$ cat config.mk
export PLATFORM = sky130hd
export DESIGN_NAME = vx_cache_flush_ctrl
export DESIGN_NICKNAME = d
export VERILOG_FILES = /design/src/rtl/vx_cache_flush_ctrl_pkg.sv /design/src/rtl/vx_cache_flush_ctrl_pending_cnt.sv /design/src/rtl/vx_cache_flush_ctrl.sv
export SDC_FILE = /design/constraint.sdc
export NUM_CORES = 1
export LEC_CHECK = 0
export BUFFER_PORTS_ARGS = -buffer_cell sky130_fd_sc_hd__buf_2
export CORE_MARGIN = 1.5
export CORE_UTILIZATION = 25
export DETAILED_ROUTE_END_ITERATION = 16
export GPL_ROUTABILITY_DRIVEN = 0
export PLACE_DENSITY = 0.51
export SETUP_SLACK_MARGIN = 0.5
export SLEW_MARGIN = 10
export SYNTH_ARGS = -nofsm -noshare
export SYNTH_HDL_FRONTEND = slang
export SYNTH_HIERARCHICAL = 1
export SYNTH_SLANG_ARGS = --single-unit
$ cat constraint.sdc
create_clock -name clk -period 8.84 [get_ports clk]
set_input_delay 1.768 -clock clk [delete_from_list [all_inputs] [get_ports clk]]
set_output_delay 1.768 -clock clk [all_outputs]
set_load 0.1 [all_outputs]
$ cat src/rtl/vx_cache_flush_ctrl_pkg.sv
// Shared flush-controller types and geometry helpers for the VX cache.
// The set-count helper is also used by the bank tag store.
package vx_cache_flush_ctrl_pkg;

    typedef enum logic [2:0] {
        FLUSH_IDLE  = 3'd0,
        FLUSH_DRAIN = 3'd1,
        FLUSH_WALK  = 3'd2,
        FLUSH_WAIT  = 3'd3,
        FLUSH_DONE  = 3'd4
    } flush_state_e;

    function automatic int numSets(input int cacheSize, input int lineSize,
                                   input int numBanks, input int numWays);
        return cacheSize / (lineSize * numBanks * numWays);
    endfunction

    // Index width that never collapses to zero bits for degenerate geometries.
    function automatic int bitsMin1(input int value);
        return (value > 1) ? $clog2(value) : 1;
    endfunction

endpackage

$ cat src/rtl/vx_cache_flush_ctrl_pending_cnt.sv
// Up/down counter of outstanding core requests: adds the popcount of request
// handshakes and subtracts the popcount of response handshakes each cycle.
module vx_flush_pending_cnt #(
    parameter  int NUM_REQS    = 4,
    parameter  int MAX_PENDING = 64,
    localparam int CNT_W       = $clog2(MAX_PENDING + 1)
) (
    input  logic                clk,
    input  logic                reset,
    input  logic [NUM_REQS-1:0] i_reqFire,
    input  logic [NUM_REQS-1:0] i_rspFire,
    output logic [CNT_W-1:0]    o_countNext
);

    localparam int POP_W = $clog2(NUM_REQS + 1);
    localparam int SUM_W = ((CNT_W > POP_W) ? CNT_W : POP_W) + 1;

    logic [CNT_W-1:0] r_count;
    logic [SUM_W-1:0] w_incCnt;
    logic [SUM_W-1:0] w_decCnt;
    logic [SUM_W-1:0] w_sum;
    logic [SUM_W-1:0] w_diff;
    logic             w_underflow;
    logic             w_overflow;

    // One extra bit of headroom so both the underflow and overflow cases are visible.
    always_comb begin
        w_incCnt = '0;
        w_decCnt = '0;
        for (int i = 0; i < NUM_REQS; i++) begin
            w_incCnt = w_incCnt + SUM_W'(i_reqFire[i]);
            w_decCnt = w_decCnt + SUM_W'(i_rspFire[i]);
        end
        w_sum       = SUM_W'(r_count) + w_incCnt;
        w_underflow = (w_sum < w_decCnt);
        w_diff      = w_sum - w_decCnt;
        w_overflow  = !w_underflow && (w_diff > SUM_W'(MAX_PENDING));
        if (w_underflow) begin
            o_countNext = '0;
        end else if (w_overflow) begin
            o_countNext = CNT_W'(MAX_PENDING);
        end else begin
            o_countNext = w_diff[CNT_W-1:0];
        end
    end

    always_ff @(posedge clk) begin
        if (reset) begin
            r_count <= '0;
        end else begin
            r_count <= o_countNext;
        end
    end

    always_ff @(posedge clk) begin
        if (!reset) begin
            assert (!w_underflow) else $error("pending counter underflow");
            assert (!w_overflow) else $error("pending counter exceeded MAX_PENDING");
        end
    end

endmodule

$ cat src/rtl/vx_cache_flush_ctrl.sv
// Full-cache flush sequencer: locks core requests, drains in-flight traffic,
// walks every set/way across all banks, waits for writebacks, then responds.
module vx_cache_flush_ctrl
    import vx_cache_flush_ctrl_pkg::*;
#(
    parameter  int NUM_REQS    = 4,
    parameter  int NUM_BANKS   = 4,
    parameter  int NUM_WAYS    = 4,
    parameter  int CACHE_SIZE  = 65536,
    parameter  int LINE_SIZE   = 64,
    parameter  int MAX_PENDING = 64,
    parameter  int TAG_WIDTH   = 16,
    localparam int NUM_SETS    = numSets(CACHE_SIZE, LINE_SIZE, NUM_BANKS, NUM_WAYS),
    localparam int SET_BITS    = bitsMin1(NUM_SETS),
    localparam int WAY_BITS    = bitsMin1(NUM_WAYS)
) (
    input  logic                 clk,
    input  logic                 reset,
    input  logic                 flush_req_valid,
    input  logic [TAG_WIDTH-1:0] flush_req_tag,
    output logic                 flush_req_ready,
    output logic                 flush_rsp_valid,
    output logic [TAG_WIDTH-1:0] flush_rsp_tag,
    input  logic                 flush_rsp_ready,
    input  logic [NUM_REQS-1:0]  core_req_fire,
    input  logic [NUM_REQS-1:0]  core_rsp_fire,
    output logic                 core_req_lock,
    output logic [NUM_BANKS-1:0] flush_line_valid,
    output logic [SET_BITS-1:0]  flush_line_set,
    output logic [WAY_BITS-1:0]  flush_line_way,
    input  logic [NUM_BANKS-1:0] flush_line_ready,
    input  logic [NUM_BANKS-1:0] bank_idle,
    output logic                 busy
);

    localparam int                  CNT_W    = $clog2(MAX_PENDING + 1);
    localparam logic [SET_BITS-1:0] LAST_SET = SET_BITS'(NUM_SETS - 1);
    localparam logic [WAY_BITS-1:0] LAST_WAY = WAY_BITS'(NUM_WAYS - 1);

    flush_state_e         r_state;
    flush_state_e         w_stateNext;
    logic [NUM_BANKS-1:0] r_accepted;
    logic [NUM_BANKS-1:0] w_acceptedNext;
    logic [NUM_BANKS-1:0] w_acceptedNow;
    logic [NUM_BANKS-1:0] w_lineValid;
    logic [SET_BITS-1:0]  r_set;
    logic [SET_BITS-1:0]  w_setNext;
    logic [WAY_BITS-1:0]  r_way;
    logic [WAY_BITS-1:0]  w_wayNext;
    logic [TAG_WIDTH-1:0] r_tag;
    logic                 r_lock;
    logic [CNT_W-1:0]     w_pendingNext;

    vx_flush_pending_cnt #(
        .NUM_REQS    (NUM_REQS),
        .MAX_PENDING (MAX_PENDING)
    ) u_pendingCnt (
        .clk         (clk),
        .reset       (reset),
        .i_reqFire   (core_req_fire),
        .i_rspFire   (core_rsp_fire),
        .o_countNext (w_pendingNext)
    );

    // A bank keeps its command valid until it accepts; the line only advances
    // once every bank has taken the current (set, way).
    assign w_lineValid   = (r_state == FLUSH_WALK) ? ~r_accepted : '0;
    assign w_acceptedNow = r_accepted | (w_lineValid & flush_line_ready);

    always_comb begin
        w_stateNext    = r_state;
        w_acceptedNext = r_accepted;
        w_setNext      = r_set;
        w_wayNext      = r_way;
        case (r_state)
            FLUSH_IDLE: begin
                if (flush_req_valid) w_stateNext = FLUSH_DRAIN;
            end
            FLUSH_DRAIN: begin
                if ((w_pendingNext == '0) && !(|core_req_fire)) w_stateNext = FLUSH_WALK;
            end
            FLUSH_WALK: begin
                if (&w_acceptedNow) begin
                    w_acceptedNext = '0;
                    if (r_way == LAST_WAY) begin
                        w_wayNext = '0;
                        if (r_set == LAST_SET) begin
                            w_setNext   = '0;
                            w_stateNext = FLUSH_WAIT;
                        end else begin
                            w_setNext = r_set + 1'b1;
                        end
                    end else begin
                        w_wayNext = r_way + 1'b1;
                    end
                end else begin
                    w_acceptedNext = w_acceptedNow;
                end
            end
            FLUSH_WAIT: begin
                if (&bank_idle) w_stateNext = FLUSH_DONE;
            end
            FLUSH_DONE: begin
                if (flush_rsp_ready) w_stateNext = FLUSH_IDLE;
            end
            default: w_stateNext = FLUSH_IDLE;
        endcase
    end

    // Lock is registered from the next state so it rises the cycle after acceptance.
    always_ff @(posedge clk) begin
        if (reset) begin
            r_state    <= FLUSH_IDLE;
            r_accepted <= '0;
            r_set      <= '0;
            r_way      <= '0;
            r_tag      <= '0;
            r_lock     <= 1'b0;
        end else begin
            r_state    <= w_stateNext;
            r_accepted <= w_acceptedNext;
            r_set      <= w_setNext;
            r_way      <= w_wayNext;
            r_lock     <= (w_stateNext != FLUSH_IDLE);
            if ((r_state == FLUSH_IDLE) && flush_req_valid) r_tag <= flush_req_tag;
        end
    end

    assign flush_req_ready  = (r_state == FLUSH_IDLE) && !reset;
    assign flush_rsp_valid  = (r_state == FLUSH_DONE);
    assign flush_rsp_tag    = flush_rsp_valid ? r_tag : '0;
    assign core_req_lock    = r_lock;
    assign flush_line_valid = w_lineValid;
    assign flush_line_set   = r_set;
    assign flush_line_way   = r_way;
    assign busy             = (r_state != FLUSH_IDLE);

endmodule

**After elaboration in Yosys (flattened, before gate mapping)**

Index checks and enable logic that the tools add are counted.

- Flip-flop bits (word level): 39
- RAM bits: 0
- Word-level logic and storage cells: 59
- Output and inout port bits: 32
- Memory bits (read-only): 0
- Bits of input ports: 36
- Memories: 0
- Latch bits: 0

- Div/mod/pow operators: 0
- Eq/ne operators: 6
- Bitwise gates (word level): 3
- Shift operators: 0
- Reductions and logical operators: 16
- $mul: 0
- $add $sub $neg: 10
- Mux-type cells: 15
- Magnitude comparators: 2

Operators with widths:

| cell | number |
|---|---|
| $add 8x1->8 | 4 |
| $mux 3 | 7 |
| $mux 16 | 1 |
| $pmux 3 s5 | 1 |
| $mux 7 | 2 |
| $add 7x8->8 | 1 |
| $gt 8x7->1 const B | 1 |
| $lt 8x8->1 | 1 |
| $mux 4 | 2 |
| $reduce_and 4->1 | 2 |
| $sub 8x8->8 | 1 |
| $logic_not 7->1 | 1 |
| $add 6x1->6 const B | 1 |
| $eq 3x2->1 const B | 2 |
| $eq 6x6->1 const B | 1 |
| $mux 6 | 1 |
| $reduce_and 6->1 | 1 |
| $reduce_bool 3->1 | 2 |
| $reduce_and 5->1 | 1 |
| $add 1x1->2 | 2 |
| $and 4x4->4 | 1 |
| $logic_and 1x1->1 | 4 |
| $not 4->4 | 1 |
| $or 4x4->4 | 1 |
| 8 further kinds | 10 |

**Logic depth before layout (Yosys ltp)**

- Depth in word-level cells: 14
- Gate-level depth with buffers: 18
- Mapped depth without buffers: 17

**Modules after synthesis**

The synthesis kept the hierarchy.

By module, submodules not included:

| module | instances | cells an instance | area an instance (sq um) | seq. area each (sq um) |
|---|---|---|---|---|
| vx_cache_flush_ctrl | 1 | 191 | 1534.0 | 640.6 |
| vx_flush_pending_cnt | 1 | 98 | 853.3 | 140.1 |

**Worst setup path before layout**

OpenSTA, ideal clock, no wires.

- Kind: input port to flip-flop
- Start: input port core_req_fire[0]
- End: register r_state[1]
- Buffers on the path: 1
- Setup slack: 3.547 ns
- Cell stages on the path: 17
- Data arrival time: 5.217 ns
- Cells stage by stage: fa_1 > inv_1 > fa_1 > inv_1 > fa_1 > inv_1 > fa_1 > nor2b_1 > nor2_1 > and3_1 > a211oi_2 > buf_6 > a21oi_1 > nor4_1 > nand3_1 > nand2b_1 > a21boi_0

- Word-level cells in the longest chain between the ends: 13
- Elaborated cells between the ends (all ways): 17
- Classes of those cells: add/sub: 5; order compare: 2; mux: 4; reduce/logical: 6

RTL lines:

| what | RTL line | text |
|---|---|---|
| start, declared | vx_cache_flush_ctrl.sv:25 | `input logic [NUM_REQS-1:0] core_req_fire,` |
| $add 1x1->2 (*) | vx_cache_flush_ctrl_pending_cnt.sv:31 | `w_incCnt = w_incCnt + SUM_W'(i_reqFire[i]);` |
| $add 8x1->8 (*) (2 in series) | vx_cache_flush_ctrl_pending_cnt.sv:31 |  |
| $add 7x8->8 (*) | vx_cache_flush_ctrl_pending_cnt.sv:34 | `w_sum = SUM_W'(r_count) + w_incCnt;` |
| $sub 8x8->8 / $lt 8x8->1 (equally long branches) | vx_cache_flush_ctrl_pending_cnt.sv:36, vx_cache_flush_ctrl_pending_cnt.sv:35 |  |
| $gt 8x7->1 / $logic_not 1->1 (equally long branches) | vx_cache_flush_ctrl_pending_cnt.sv:37 | `w_overflow = !w_underflow && (w_diff > SUM_W'(MAX_PENDING));` |
| $logic_and 1x1->1 | vx_cache_flush_ctrl_pending_cnt.sv:37 |  |
| $mux 7 | vx_cache_flush_ctrl_pending_cnt.sv:40 | `end else if (w_overflow) begin` |
| $mux 7 (*) | vx_cache_flush_ctrl_pending_cnt.sv:38 | `if (w_underflow) begin` |
| net w_pendingNext[1] | vx_cache_flush_ctrl.sv:52 | `logic [CNT_W-1:0] w_pendingNext;` |
| $logic_not 7->1 (*) | vx_cache_flush_ctrl.sv:80 | `if ((w_pendingNext == '0) && !(\|core_req_fire)) w_stateNext = FLUSH_WALK;` |
| $logic_and 1x1->1 (*) | vx_cache_flush_ctrl.sv:80 |  |
| $mux 3 (*) | vx_cache_flush_ctrl.sv:80 |  |
| $pmux 3 s5 (*) | vx_cache_flush_ctrl.sv:75 | `case (r_state)` |
| end signal, assigned | vx_cache_flush_ctrl.sv:120 | `r_state <= w_stateNext;` |
| end, declared | vx_cache_flush_ctrl.sv:40 | `flush_state_e r_state;` |

The timed path passes the listed nets; every way through them passes the cells marked *.
A chain may end at the register's enable or synchronous reset.

**Worst setup path after layout**

Ends and elaborated chain as after synthesis.

==> flow_metrics.env <==
export IMPL_status="finished, final reports clean"
export IMPL_wl_per_cell_um=12.84
export IMPL_max_freq_mhz=176.2
export IMPL_syn_cell_area_mm2=0.002387
export IMPL_cpPeakStageDelay_ns=0.60
export IMPL_startpoint_type="primary input"
export IMPL_final_area_mm2=0.002898
export IMPL_nets=398
export IMPL_setup_viol=0
export IMPL_postCtsSetupBuffers=0
export IMPL_p_leak_nw=1.325
export IMPL_maxCapViolCount=0
export IMPL_routed_wirelength_mm=6.138
export IMPL_drive_above_1_share=0.2579
export IMPL_synth_common_cells="dfxtp_1, nand2_1, a21oi_1"
export IMPL_yosys_top_cells_area="dfxtp_1, a21oi_1, nand2_1"
export IMPL_synth_top_cell_area_share=0.3270
export IMPL_postSynthAreaPerCell_um2=8.261
export IMPL_cp_top_family="adder cells"
export IMPL_diodes=0
export IMPL_grt_max_degree=41
export IMPL_first_global_vias=2157
export IMPL_synthesis_nets=338
export IMPL_synthArstFlopShare=0
export IMPL_reg2regPathDepth=15
export IMPL_floorplan_rows=35
export IMPL_drt_iter0_markers=102
export IMPL_area_growth_syn_to_layout_pct=21.38
export IMPL_fin_ws_ns=3.164
export IMPL_tightest_slew_ns=1.040
export IMPL_hpwl_mm=4.609
export IMPL_regArea_um2=780.7
export IMPL_start_util=0.2584
export IMPL_path_max_fanout=12
export IMPL_hold_viol_final=0
export IMPL_holdBufCountCts=0
export IMPL_core_area_mm2=0.009240
export IMPL_cp_slowest_cell="a211oi_2"
export IMPL_path_buf_inv=3
export IMPL_min_period_ns=5.676
export IMPL_cts_tree="yes"
export IMPL_cp_cell_sequence="buf_2 > fa_1 > inv_1 > fa_1 > inv_1 > fa_1 > xor2_1 > ha_1 > a21oi_1 > nand2_1 > o211ai_1 > a21oi_1 > a211oi_2 > a21oi_1 > nor4_1 > nand3_1 > nand2b_1 > a21boi_0"
export IMPL_dieArea_mm2=0.01014
export IMPL_grt_pass1_wl_mm=10.18
export IMPL_clk_latency_ns=0.29
export IMPL_min_delay_path_depth=2
export IMPL_route_detailed_drc=0
export IMPL_ant_nets=0
export IMPL_die_h_um=100.7
export IMPL_multi_input_area_mm2=0.001476
export IMPL_synthCells=289
export IMPL_ys_types=57
export IMPL_period_share=0.6420
export IMPL_post_dp_cell_area_mm2=0.002810
export IMPL_vias=2261
export IMPL_min_path_type="reg -> reg"
export IMPL_rsz0062_at_grt="no"
export IMPL_cts_resized=0
export IMPL_gr_usage_all_layers=0.1235
export IMPL_grt_overflow=0
export IMPL_numCtsBuffers=5
export IMPL_htree_levels=2
export IMPL_synth_warnings=6
export IMPL_critPathArrivalTime_ns=5.89
export IMPL_ioPinCount=68
export IMPL_clockBufferDepth=2
export IMPL_slew_headroom=0.3041
export IMPL_via_per_inst=4.730
export IMPL_cts_sinks=39
export IMPL_cp_required_ns=9.05
export IMPL_p_total_w=0.0008052
export IMPL_io_buffers=67
export IMPL_yosys_area_top_type="dfxtp_1"
export IMPL_fill_cells=986
export IMPL_dr_pass1_iters=4
export IMPL_ys_ff_latch=39
export IMPL_finalClockSkew_ns=0.006906
export IMPL_die_w_um=100.7
export IMPL_worstSetupPathType="in -> reg"
export IMPL_irDropWorstVdd_mv=0.1270
export IMPL_slew_viol_final=0
export IMPL_power_density_mw_per_mm2=277.9
export IMPL_clk_pin_slew_ns=0.07
export IMPL_fin_tns_setup_ns=0
export IMPL_synth_top_flop_cell="dfxtp_1"
export IMPL_grt_antenna_before_repair=0
export IMPL_dp_slack_ns=2.869
export IMPL_root_buffer="clkbuf_8"
export IMPL_synth_edf_count=0
export IMPL_path_depth=18
export IMPL_end_kind="flop"
export IMPL_synth_seq_area_share=0.3270
stage by stage:
stage / utilization / std cells / hold WS [ns]
finish: 0.3136 / 478 / 0.4517
global route: 0.3136 / 478 / 0.4697
CTS: 0.3136 / 478 / 0.4525
detailed placement: 0.3041 / 471 / 0.4418
global placement: 0.3041 / 471 / 0.4377
floorplan: - / 289 / 0.4319
tightest hold or removal path: stages (launching register included):
cell and delay [ns]:
dfxtp_1 0.31, nand2_1 0.05, a21oi_1 0.05
flip-flops by register name (all words and copies together) (netlist names):
register and flops:
core_req_lock 1, u_pendingCnt/r_count 7, flush_line_way 2, r_accepted 4
r_tag 16, flush_line_set 6, r_state 3
cell usage in the layout, fill, tap and decap left out, types with 6 or more instances in the layout:
master	instances
a21oi_1	33
and3_1	19
buf_2	67
clkbuf_8	6
dfxtp_1	39
ha_1	8
inv_1	13
nand2_1	39
nor2_1	22
nor3_1	9
o21ai_0	6
final cells by class:
| type | instances | area share |
|---|---|---|
| multi-input cells | 222 | 0.5095 |
| flip-flops and latches | 39 | 0.2694 |
| repair buffers | 68 | 0.1183 |
| clock buffers | 6 | 0.02850 |
| inverters | 13 | 0.01684 |
| clock inverters | 1 | 0.001727 |
| well taps | 129 | 0.05570 |
power breakdown:
part           internal (W)  total (W)  switching [W]
clock network     0.0000613   0.000123      0.0000613
registers          0.000201   0.000232      0.0000307
logic              0.000171   0.000451       0.000280
worst paths after layout:
path / startpoint / to / slack (ns)
setup / recovery: core_req_fire[0] / r_state[1]$_SDFF_PP0_ / 3.16
hold / removal: r_tag[10]$_SDFFE_PP0P_ / r_tag[10]$_SDFFE_PP0P_ / 0.45
setup reg to reg: u_pendingCnt/r_count[0]$_SDFF_PP0_ / r_state[1]$_SDFF_PP0_ / 4.92
hold reg to reg: r_tag[10]$_SDFFE_PP0P_ / r_tag[10]$_SDFFE_PP0P_ / 0.45
cell families after synthesis:
kind of cell | count (synthesis) | synth area share
and+or+nand+nor | 126 | 0.2924
AOI/OAI and AO/OA | 71 | 0.1960
DFF | 39 | 0.3270
buffers and inverters | 28 | 0.05451
adders and majority gates | 13 | 0.08386
xor gates and xnor gates | 8 | 0.02935
muxes | 4 | 0.01677
layer usage:
layer,up-vias,track usage,part of all wire
met4,0,0.03684,0.018
met1,1052,0.1589,0.46
met3,10,0.01734,0.035
met2,52,0.2136,0.49
li1,1147,-,-
met5,-,0,0
(Power assumes the default switching activity.)
